## config.mk

```make
export PLATFORM = sky130hd
export DESIGN_NAME = decode
export DESIGN_NICKNAME = d
export VERILOG_FILES = /design/src/rtl/decode.sv
export SDC_FILE = /design/constraint.sdc
export NUM_CORES = 1
export LEC_CHECK = 0
export BUFFER_PORTS_ARGS = -buffer_cell sky130_fd_sc_hd__buf_2
export CORE_UTILIZATION = 50
export CTS_CLUSTER_SIZE = 28
export DETAILED_ROUTE_END_ITERATION = 8
export PLACE_DENSITY_LB_ADDON = 0.05
export SLEW_MARGIN = 40
export SYNTH_ARGS = -nofsm -noshare
export SYNTH_HDL_FRONTEND = slang
export SYNTH_SLANG_ARGS = --single-unit
```

## constraint.sdc

```tcl
create_clock -name clk -period 6.1 [get_ports clk]
set_input_delay 0.61 -clock clk [delete_from_list [all_inputs] [get_ports clk]]
set_output_delay 0.61 -clock clk [all_outputs]
set_load 0.02 [all_outputs]
```

## src/rtl/decode.sv

```systemverilog
// ---------------------------------------------------------------------------
// decode -- RV32I decode stage.
//
// Pulls the register addresses out of the fetched instruction combinationally.
// The regfile returns operand data in the same cycle, and on capture the
// decoded fields and operands are registered for execute.
//
// A load in decode followed by a dependent instruction gives a load-use
// hazard. Decode then stalls fetch and inserts exactly one bubble.
//
// Ports
//   clk, reset        clock; asynchronous active-low reset
//   instr, PC         instruction and its address from fetch
//   pipeline_valid    instr/PC valid this cycle
//   stall             hold request to fetch (combinational)
//   flush             redirect from execute, kills decode contents
//   exe_stall         execute cannot accept this cycle
//   rs1/rs2_addr      regfile read addresses (combinational)
//   rs1/rs2_data      regfile read data (combinational)
//   dec_*             registered decode results for execute
// ---------------------------------------------------------------------------
module decode #(
  parameter int ADDR_W  = 32,
  parameter int INSTR_W = 32
) (
  input  logic              clk,
  input  logic              reset,
  input  logic [INSTR_W-1:0] instr,
  input  logic [ADDR_W-1:0] PC,
  input  logic              pipeline_valid,
  output logic              stall,
  input  logic              flush,
  input  logic              exe_stall,
  output logic [4:0]        rs1_addr,
  output logic [4:0]        rs2_addr,
  input  logic [31:0]       rs1_data,
  input  logic [31:0]       rs2_data,
  output logic              dec_valid,
  output logic [ADDR_W-1:0] dec_PC,
  output logic [6:0]        dec_opcode,
  output logic [2:0]        dec_funct3,
  output logic              dec_funct7_b5,
  output logic [4:0]        dec_rd,
  output logic              dec_rd_wr_en,
  output logic              dec_is_load,
  output logic [31:0]       dec_imm,
  output logic [31:0]       dec_op1,
  output logic [31:0]       dec_op2,
  output logic              dec_illegal
);

  localparam logic [6:0] OP_LUI    = 7'b0110111;
  localparam logic [6:0] OP_AUIPC  = 7'b0010111;
  localparam logic [6:0] OP_JAL    = 7'b1101111;
  localparam logic [6:0] OP_JALR   = 7'b1100111;
  localparam logic [6:0] OP_BRANCH = 7'b1100011;
  localparam logic [6:0] OP_LOAD   = 7'b0000011;
  localparam logic [6:0] OP_STORE  = 7'b0100011;
  localparam logic [6:0] OP_OPIMM  = 7'b0010011;
  localparam logic [6:0] OP_OP     = 7'b0110011;

  typedef struct packed {
    logic [6:0]  opcode;
    logic [2:0]  funct3;
    logic        funct7_b5;
    logic [4:0]  rd;
    logic        rd_wr_en;
    logic        is_load;
    logic [31:0] imm;
    logic        illegal;
  } dec_t;

  logic [31:0] iw;
  dec_t        d;
  logic        uses_rs1, uses_rs2, hazard;

  assign iw       = instr[31:0];
  assign rs1_addr = iw[19:15];
  assign rs2_addr = iw[24:20];

  // Every legal opcode ends in 2'b11, so the 7-bit match rejects a bad
  // instr[1:0] without a separate check.
  always_comb begin
    d           = '0;
    d.opcode    = iw[6:0];
    d.funct3    = iw[14:12];
    d.funct7_b5 = iw[30];
    d.rd        = iw[11:7];
    uses_rs1    = 1'b1;
    uses_rs2    = 1'b0;
    case (iw[6:0])
      OP_LUI, OP_AUIPC: begin
        d.imm    = {iw[31:12], 12'b0};
        d.rd_wr_en = 1'b1;
        uses_rs1 = 1'b0;
      end
      OP_JAL: begin
        d.imm    = {{11{iw[31]}}, iw[31], iw[19:12], iw[20], iw[30:21], 1'b0};
        d.rd_wr_en = 1'b1;
        uses_rs1 = 1'b0;
      end
      OP_JALR, OP_OPIMM: begin
        d.imm    = {{20{iw[31]}}, iw[31:20]};
        d.rd_wr_en = 1'b1;
      end
      OP_LOAD: begin
        d.imm    = {{20{iw[31]}}, iw[31:20]};
        d.rd_wr_en = 1'b1;
        d.is_load  = 1'b1;
      end
      OP_BRANCH: begin
        d.imm    = {{19{iw[31]}}, iw[31], iw[7], iw[30:25], iw[11:8], 1'b0};
        uses_rs2 = 1'b1;
      end
      OP_STORE: begin
        d.imm    = {{20{iw[31]}}, iw[31:25], iw[11:7]};
        uses_rs2 = 1'b1;
      end
      OP_OP: begin
        d.rd_wr_en = 1'b1;
        uses_rs2 = 1'b1;
      end
      default: d.illegal = 1'b1;
    endcase
    // x0 writes are dropped here so execute/writeback never see them
    if (iw[11:7] == 5'd0) d.rd_wr_en = 1'b0;
  end

  // Load-use: the load still in decode has not produced its data yet.
  assign hazard = pipeline_valid & dec_valid & dec_is_load & (dec_rd != 5'd0) &
                  (((dec_rd == rs1_addr) & uses_rs1) | ((dec_rd == rs2_addr) & uses_rs2));

  assign stall = ~flush & (exe_stall | hazard);

  always_ff @(posedge clk or negedge reset) begin
    if (!reset) begin
      dec_valid     <= 1'b0;
      dec_PC        <= '0;
      dec_opcode    <= '0;
      dec_funct3    <= '0;
      dec_funct7_b5 <= 1'b0;
      dec_rd        <= '0;
      dec_rd_wr_en  <= 1'b0;
      dec_is_load   <= 1'b0;
      dec_imm       <= '0;
      dec_op1       <= '0;
      dec_op2       <= '0;
      dec_illegal   <= 1'b0;
    end else if (flush) begin
      dec_valid <= 1'b0;
    end else if (!exe_stall) begin
      if (hazard || !pipeline_valid) begin
        // bubble: only the valid bit drops, payload is left as-is
        dec_valid <= 1'b0;
      end else begin
        dec_valid     <= 1'b1;
        dec_PC        <= PC;
        dec_opcode    <= d.opcode;
        dec_funct3    <= d.funct3;
        dec_funct7_b5 <= d.funct7_b5;
        dec_rd        <= d.rd;
        dec_rd_wr_en  <= d.rd_wr_en;
        dec_is_load   <= d.is_load;
        dec_imm       <= d.imm;
        dec_op1       <= rs1_data;
        dec_op2       <= rs2_data;
        dec_illegal   <= d.illegal;
      end
    end
  end

endmodule

```

After elaboration in Yosys (flattened, before gate mapping)
Cells that the tools add are included.
{"block": "word_totals", "register_bits": 148, "input_bits": 133, "out_inout_bits": 159, "word_cells": 57}
{"block": "classes", "n_eq_ne": 12, "n_mux": 10, "bitwise_logic": 12, "n_reduce_logical": 11}
{"op": "one-hot mux 32 bit (5 select lines)", "n": 1}
{"op": "equality test 7 x 6 -> 1 bit, second input constant", "n": 3}
{"op": "equality test 7 bit, second input constant", "n": 3}
{"op": "equality test 7 x 5 -> 1 bit, second input constant", "n": 2}
{"op": "equality test 5 bit", "n": 2}
{"op": "two-way mux 1 bit", "n": 9}
{"op": "OR reduction 3 bit", "n": 3}
{"op": "OR reduction 9 bit", "n": 1}
{"op": "AND 1 bit", "n": 7}
{"op": "equality test 7 x 2 -> 1 bit, second input constant", "n": 1}
{"op": "OR reduction 7 bit", "n": 1}
{"op": "logical NOT 5 bit", "n": 1}
{"op": "nonzero test 5 bit", "n": 1}
{"op": "inverter 1 bit", "n": 3}
{"op": "AND reduction 3 bit", "n": 1}
{"op": "inequality test 2 bit, second input constant", "n": 1}
{"op": "bitwise OR 1 bit", "n": 2}
{"op": "OR reduction 2 bit", "n": 1}
{"op": "logical NOT 1 bit", "n": 1}
{"op": "logical OR 1 bit", "n": 1}

Depth between registers and ports, before layout
Gate-level depths: netlist of run 1.
{"block": "logic_depth", "ltp_word": 10, "depth_mapped": 8, "mapped_depth_nobuf": 5}

Worst setup path after synthesis of run 1
Ideal clock, no wire load.
{"block": "synth_timing", "path_kind": "input to output", "startpoint": "input instr[3]", "endpoint": "output stall", "arrival_ps": 2081, "t_required_ps": 5490, "slack_ps": 3409, "path_stages": 6, "path_buffers": 1, "path_cell_list": "clkbuf_1 or3b_1 a21oi_4 nor4b_1 a21oi_1 a21oi_1"}
{"block": "synth_between", "elab_chain_len": 8, "elab_cells_between_ends": 16, "classes_between": "6 x eq/ne; 2 x mux; 6 x bitwise; 2 x reduce/logical"}
{"item": "start: declaration", "line_no": "28", "text": "input logic [INSTR_W-1:0] instr,"}
{"item": "equality test 7 bit, or another cell as far along", "line_no": "91", "text": "case (iw[6:0])"}
{"item": "OR reduction 3 bit (no source line)"}
{"item": "two-way mux 1 bit", "line_no": "91"}
{"item": "AND 1 bit", "line_no": "131", "text": "(((dec_rd == rs1_addr) & uses_rs1) | ((dec_rd == rs2_addr) & uses_rs2));"}
{"item": "bitwise OR 1 bit (*)", "line_no": "131"}
{"item": "AND 1 bit (*)", "line_no": "130", "text": "assign hazard = pipeline_valid & dec_valid & dec_is_load & (dec_rd != 5'd0) &"}
{"item": "bitwise OR 1 bit (*)", "line_no": "133", "text": "assign stall = ~flush & (exe_stall | hazard);"}
{"item": "AND 1 bit (*)", "line_no": "133"}
{"item": "end: declaration", "line_no": "31", "text": "output logic stall,"}
Mark *: on every way between the ends. The rest lies on a longest branch, timed or not.

Worst setup path in the final report of run 1
{"block": "layout_timing", "startpoint": "register dec_rd[3]", "endpoint": "output stall"}
{"block": "layout_between", "elab_chain_len": 6, "elab_cells_between_ends": 10, "classes_between": "2 x eq/ne; 7 x bitwise; 1 x reduce/logical"}
{"item": "start: declaration", "line_no": "43", "text": "output logic [4:0] dec_rd,"}
{"item": "start signal: assignment", "line_no": "161", "text": "dec_rd <= d.rd;"}
{"item": "equality test 5 bit", "line_no": "131"}
{"item": "AND 1 bit", "line_no": "131"}
{"item": "bitwise OR 1 bit", "line_no": "131"}
{"item": "AND 1 bit (*)", "line_no": "130"}
{"item": "bitwise OR 1 bit (*)", "line_no": "133"}
{"item": "AND 1 bit (*)", "line_no": "133"}
Marked as above.

==> results of run 1 <==
-- layout make-up --
type	instances	area (µm²)	share of cell area
inverters	12	45.0	0.00547
repair buffers	299	1530	0.186
clock buffers	23	468	0.0569
well taps	168	210	0.0255
flip-flops and latches	148	3700	0.450
multi-input cells	244	2240	0.272
clock inverters	6	32.5	0.00395
-- through the flow --
stage / hold slack (ns) / area [µm²] / instances / total power, µW / setup slack (ns)
after floorplan: 0.314 / 6220 / 439 / 1650 / 3.41
after global placement: 0.461 / 7710 / 871 / 1920 / 2.98
after detailed placement: 0.469 / 7710 / 871 / 1940 / 2.87
after CTS: 0.267 / 8210 / 900 / 2850 / 3.00
after global routing: 0.292 / 8230 / 900 / 2960 / 2.88
final: 0.240 / 8230 / 900 / 2820 / 3.04
-- worst max-delay path, stage by stage (launching register included) --
cell and delay (ns):
dfrtp_1 0.47, nor2_1 0.08, a21oi_1 0.32, nor4b_1 0.70
a21oi_2 0.10, a21oi_1 0.18, buf_2 0.19
-- sequential cells by signal, indices dropped and copies added (netlist names) --
signal         cells
dec_PC            32
dec_funct3         3
dec_funct7_b5      1
dec_illegal        1
dec_imm           32
dec_is_load        1
dec_op1           32
dec_op2           32
dec_opcode         7
dec_rd             5
dec_rd_wr_en       1
dec_valid          1
-- logic make-up (layout without fill, tap and decap cells) --
group,after synthesis,after routing
AO/OA/AOI/OAI,66,66
AND/OR/NAND/NOR,45,45
multiplexers,124,124
XOR/XNOR,9,9
flip-flops,148,148
buffers and inverters,47,340
-- routing by layer --
layer | share of wire | up-vias | global-route usage
met5 | 0 | - | 0
met4 | 0.019 | 0 | 0.110
met3 | 0.084 | 25 | 0.0749
met2 | 0.50 | 196 | 0.416
met1 | 0.40 | 2248 | 0.300
li1 | - | 2140 | -
-- cells in the mapped netlist (all sizes together) --
master	count	area, µm²
a32o	1	10.0
and2	1	6.26
mux2i	9	90.1
and3	1	6.26
nand2	15	56.3
nor2b	2	12.5
a21oi	10	61.3
xnor2	9	78.8
nand4	1	6.26
nand2b	2	12.5
or3b	1	8.76
or3	1	6.26
nand3b	2	15.0
clkbuf	9	33.8
nor4b	2	23.8
nand3	3	15.0
o21ai	4	20.0
nand4b	2	17.5
o21a	1	7.51
buf	26	221
o21bai	1	7.51
a2bb2oi	23	201
mux2	115	1290
dfrtp	148	3700
a221oi	4	35.0
nor3	4	20.0
inv	12	45.0
nor4	1	6.26
a211oi	21	163
or4	1	7.51
a21o	1	7.51
nor2	6	22.5
-- cells in the final DEF (no fill, tap or decap), types with 2 or more instances in the layout --
cell	count
dfrtp_1	148
inv_1	12
a211oi_1	20
nand4b_1	2
buf_4	6
nand2b_1	2
buf_2	290
nor2b_1	2
xnor2_1	9
mux2_1	115
clkbuf_1	4
clkinv_2	5
mux2i_1	9
nand2_1	15
nor3_1	4
a21oi_1	8
clkbuf_8	3
clkbuf_16	17
nor2_1	6
nand3_1	3
a221oi_1	4
o21ai_0	4
a2bb2oi_1	23
buf_6	2
nand3b_1	2
-- final timing paths --
| kind | cells past startpoint | slack [ns] | end |
|---|---|---|---|
| max | 6 | 3.04 | stall |
| min | 1 | 0.24 | dec_PC[6]$_DFFE_PN0P_ |
| max reg2reg | 6 | 3.49 | dec_op2[9]$_DFFE_PN0P_ |
| min reg2reg | 1 | 0.48 | dec_op1[26]$_DFFE_PN0P_ |
| max in group asynchronous | 2 | 4.82 | dec_rd[1]$_DFFE_PN0P_ |
| min in group clk | 2 | 0.40 | dec_valid$_DFFE_PN0P_ |
-- power by group through the flow --
stage          Combinational, µW  Sequential (µW)  Clock [µW]
3_5_place_dp                 689             1250           0
4_1_cts                      690             1240         923
2_1_floorplan                183             1460           0
6_report                     681             1240         904
3_3_place_gp                 677             1250           0
5_1_grt                      732             1260         966
==> results_dict.tcl, run 1 <==
set metrics [dict create \
    status "finished, final reports clean" \
    maxCapViolations 0 \
    antenna_found_initial 0 \
    diodes 0 \
    ir_drop_mv 0.213 \
    final_net_count 855 \
    ys_seq_elements 148 \
    synthAdderAreaFrac 0 \
    max_slew.worst_pin.slew_ns 0.794 \
    routed_wl_mm 15.2 \
    r2r_start "dec_rd[3]$_DFFE_PN0P_" \
    dr.first_iter.drc_count 263 \
    period_needed_ns 3.06 \
    cts_resized 0 \
    clockRootBuffer "clkbuf_16" \
    p_switching_uw 876 \
    synthToLayoutAreaGrowth_pct 32.2 \
    leakagePower_uw 0.00400 \
    vias 4609 \
    ys_warn_count 0 \
    start_kind "flop" \
    synth-simple-area-share 0.0390 \
    synth_top_family_by_area "multiplexers" \
    drive_above_1_share 0.449 \
    p_int_uw 1950 \
    p_clk_frac 0.320 \
    viasPerCell 5.12 \
    cp_max_fo 5 \
    rows 40 \
    synth-compound-area-share 0.0824 \
    cts_tree "yes" \
    slew_violations 0 \
    cts-htree-levels 4 \
    max_freq_mhz 326 \
    fin_skew_ns 0.00513 \
    finalCritPeriodShare 0.502 \
    die_x_um 114 \
    ant_nets 0 \
    cp.required_ns 5.49 \
    rsz0062_at_grt "false" \
    swShare 0.310 \
    dp_hpwl_mm 11.1 \
    crit_type "flop to output pin" \
    synth_xor_area_frac 0.0127 \
    grt_max_degree 87 \
    fillers 957 \
    syn_area_per_cell_um2 14.2 \
    grt_pass1_wl_mm 24.2 \
    cts_hold_buffers 0 \
    clock_latency_ns 0.42 \
    combPwrFrac 0.241 \
    dr.pass1.iters 4 \
    overflow 0 \
    route.detailed.drc 0 \
    seq_area_frac_synth 0.595 \
    startpoint "dec_rd[3]$_DFFE_PN0P_" \
    netlist-cell-type-count 37 \
    postCtsSetupBuffers 0 \
    p_per_area_nw_per_um2 343 \
    ioPinCount 292 \
    relSlewSlack 0.463 \
    grt_pass1_vias 4728 \
    utilization 0.682 \
    tns_ns 0 \
    finalWeightedCongestion 0.904 \
    grtUsageTotal 0.249 \
    portBuffers 291 \
    wl_per_cell_um 16.9 \
    cts_made_buffers 17 \
    max-clock-path-buffers 2 \
    synth_mux_area_frac 0.223 \
    worstPathArrival_ns 2.45 \
    initial_core_util 0.516 \
    clkTransAtPathRegs_ns 0.06 \
    setup_viol 0 \
    synthCells 439 \
    die_y_um 114 \
    core_area_um2 12100 \
    critPathCaptureType "output pin" \
    netlist_area_um2 6220 \
    hold_viol_final 0 \
    die_area_um2 12900 \
    pwr-share-seq 0.439 \
    cts_sinks 148 \
    hold_path.class "primary input to async pin" \
    syn-num-nets 572 \
]
Power figures use the tool's default switching activity.
==> run 2, diff against run 1 <==
--- a/config.mk
+++ b/config.mk
@@ -5,8 +5,9 @@
 export SDC_FILE = /design/constraint.sdc
 export NUM_CORES = 1
 export LEC_CHECK = 0
+export ABC_AREA = 1
 export BUFFER_PORTS_ARGS = -buffer_cell sky130_fd_sc_hd__buf_2
-export CORE_UTILIZATION = 50
+export CORE_UTILIZATION = 43
 export CTS_CLUSTER_SIZE = 28
 export DETAILED_ROUTE_END_ITERATION = 8
 export PLACE_DENSITY_LB_ADDON = 0.05
==> constraint.sdc (replaced) <==
create_clock -name clk -period 2.8 [get_ports clk]
set_input_delay 0.28 -clock clk [delete_from_list [all_inputs] [get_ports clk]]
set_output_delay 0.28 -clock clk [all_outputs]
set_load 0.02 [all_outputs]
==> run 2 against run 1 <==
Effect of this change: final cell count rose by 41%; register-to-register slack worse by 2.7 ns; global-route usage is 0.72 points lower; combinational power increased by 82%; sequential power increased by 110%; die area up 24%.
==> results_dict.tcl, run 2 <==
set metrics [dict create \
    yosys-top-cells-count "nand2_1, nand3_1, dfrtp_1" \
    antenna_found_initial 0 \
    cts_resized 0 \
    syn_area_per_cell_um2 8.26 \
    grt_pass1_vias 5905 \
    core_area_um2 15100 \
    finalCritPeriodShare 0.776 \
    start_kind "flop" \
    swShare 0.290 \
    crit_top_cell "nand2_1" \
    cts_sinks 148 \
    dr.first_iter.drc_count 473 \
    synth_async_sr_flop_share 1.00 \
    multi_input_area_um2 2490 \
    fillers 1478 \
    p_switching_uw 1850 \
    cts_tree "yes" \
    startpoint "dec_rd[3]$_DFFE_PN0P_" \
    cts_hold_buffers 1 \
    crit_buf_inv 2 \
    diodes 0 \
    die_y_um 127 \
    clockRootBuffer "clkbuf_16" \
    ioPinCount 292 \
    netlist.area_leader.share 0.556 \
    yosysMostFrequentCell "nand2_1" \
    relSlewSlack 0.587 \
    route.detailed.drc 0 \
    grtUsageTotal 0.242 \
    ys.flop_type "dfrtp_1" \
    ys_seq_elements 148 \
    ir_drop_mv 0.405 \
    die_area_um2 16000 \
    grt_pass1_wl_mm 30.4 \
    critPathMaxStageDelay_ns 0.46 \
    p_clk_frac 0.405 \
    final_net_count 1201 \
    vias 6236 \
    cp.required_ns 2.52 \
    syn-num-nets 940 \
    setup_viol 0 \
    crit_chain "inv_1 -> nand2_1 -> nand2_1 -> nor2_1 -> nand4_1 -> nand2_1 -> nand2_4 -> a21oi_1 -> buf_2" \
    die_x_um 127 \
    finalWeightedCongestion 0.812 \
    overflow 0 \
    tns_ns 0 \
    synthToLayoutAreaGrowth_pct 31.7 \
    crit_family "simple AND/OR/NAND/NOR gates" \
    leakagePower_uw 0.00531 \
    yosys.area.top_type "dfrtp_1" \
    clkTransAtPathRegs_ns 0.06 \
    whs_ns 0.0898 \
    hold_viol_final 0 \
    hold_start "rs2_data[15]" \
    max-clock-path-buffers 2 \
    portBuffers 291 \
    drive_above_1_share 0.316 \
    max_slew.worst_pin.slew_ns 0.619 \
    final_cell_mix "nand2_1, buf_2, nand3_1, dfrtp_1, inv_1" \
    synthCells 807 \
    cp_max_fo 19 \
    seqCellArea_um2 3700 \
    maxCapViolations 0 \
    clock_latency_ns 0.42 \
    slowest_stage "dfrtp_1" \
    combPwrFrac 0.194 \
    max_freq_mhz 460 \
    rsz0062_at_grt "false" \
    pwr-share-seq 0.402 \
    dr.pass1.iters 4 \
    cts_made_buffers 17 \
    ant_nets 0 \
    status "finished, final reports clean" \
    p_int_uw 4530 \
    routed_wl_mm 18.9 \
    netlist-cell-type-count 24 \
    crit_type "flop to output pin" \
    synth-edff-count 0 \
    grt_max_degree 114 \
    fin_skew_ns 0.0115 \
    cts-htree-levels 4 \
    initial_core_util 0.440 \
    r2r_start "dec_rd[3]$_DFFE_PN0P_" \
    viasPerCell 4.91 \
    p_per_area_nw_per_um2 727 \
    dp_hpwl_mm 13.1 \
    netlist_area_um2 6670 \
    ys_warn_count 0 \
    critPathCaptureType "output pin" \
    hold_path.class "primary input to flop" \
    synth.area.top_cells "dfrtp_1, nand2_1, nand3_1" \
    final_common_cell "nand2_1" \
    period_needed_ns 2.17 \
    rows 45 \
    worstPathArrival_ns 1.89 \
    seq_area_frac_synth 0.556 \
    wl_per_cell_um 14.9 \
    slew_violations 0 \
    postCtsSetupBuffers 0 \
]
==> run 2: cell count changes after synthesis, moves of 9 or more <==
cell,delta
nand2_1,+353
clkbuf_1,+9
mux2_1,-115
a2bb2oi_1,-23
a211oi_1,-20
buf_4,+11
mux2i_1,-9
nand3_1,+156
nor2_1,+10
==> run 2: final cells by class <==
cell class / count / share of cell area
Clock buffer: 20 / 0.0509
Clock inverter: 12 / 0.0257
Inverter: 22 / 0.00941
Multi-Input combinational cell: 577 / 0.283
Sequential cell: 148 / 0.422
Tap cell: 188 / 0.0268
Timing Repair Buffer: 302 / 0.182
==> run 2: cell families after synthesis <==
kind of cell / after synthesis / synth area share
AOI/OAI and AO/OA: 7 / 0.00563
xor gates and xnor gates: 6 / 0.00789
buffers and inverters: 82 / 0.0738
and+or+nand+nor: 564 / 0.357
DFF: 148 / 0.556
==> run 2: worst min-delay path, stage by stage <==
cell and delay [ns]:
buf_2 0.08, nand3_1 0.06, nand2_1 0.06
==> run 2: final timing paths <==
path | slack (ns) | endpoint | depth (start not counted)
worst max register to register | 0.84 | dec_op2[14]$_DFFE_PN0P_ | 11
worst max-delay path | 0.63 | stall | 9
max in group asynchronous | 1.66 | dec_op2[21]$_DFFE_PN0P_ | 3
worst min register to register | 0.46 | dec_imm[8]$_DFFE_PN0P_ | 2
min in group asynchronous | 0.43 | dec_op1[10]$_DFFE_PN0P_ | 2
worst min-delay path | 0.09 | dec_op2[15]$_DFFE_PN0P_ | 3
==> run 2: power by group through the flow <==
stage | Clock (µW) | Sequential, µW | Combinational [µW]
after CTS | 2640 | 2560 | 1250
final | 2580 | 2560 | 1240
after detailed placement | 0 | 2600 | 1250
after global placement | 0 | 2590 | 1230
after global routing | 2730 | 2600 | 1360
after floorplan | 0 | 2950 | 348
==> run 2: stage by stage <==
| stage | total power (µW) | utilization | area (µm²) | setup WS, ns | instances |
|---|---|---|---|---|---|
| after CTS | 6450 | 0.580 | 8780 | 0.597 | 1269 |
| after floorplan | 3300 | - | 6670 | 0.984 | 807 |
| final | 6380 | 0.580 | 8780 | 0.628 | 1269 |
| after global routing | 6690 | 0.580 | 8780 | 0.393 | 1269 |
| after global placement | 3830 | 0.535 | 8100 | 0.735 | 1236 |
| after detailed placement | 3850 | 0.535 | 8100 | 0.698 | 1236 |
==> run 2: routing by layer <==
| metal | part of all wire | routed length, µm | track usage |
|---|---|---|---|
| met1 | 0.44 | 8370 | 0.314 |
| met2 | 0.47 | 8880 | 0.394 |
| met3 | 0.069 | 1300 | 0.0641 |
| met4 | 0.020 | 383 | 0.0836 |
| met5 | 0 | 0 | 0 |
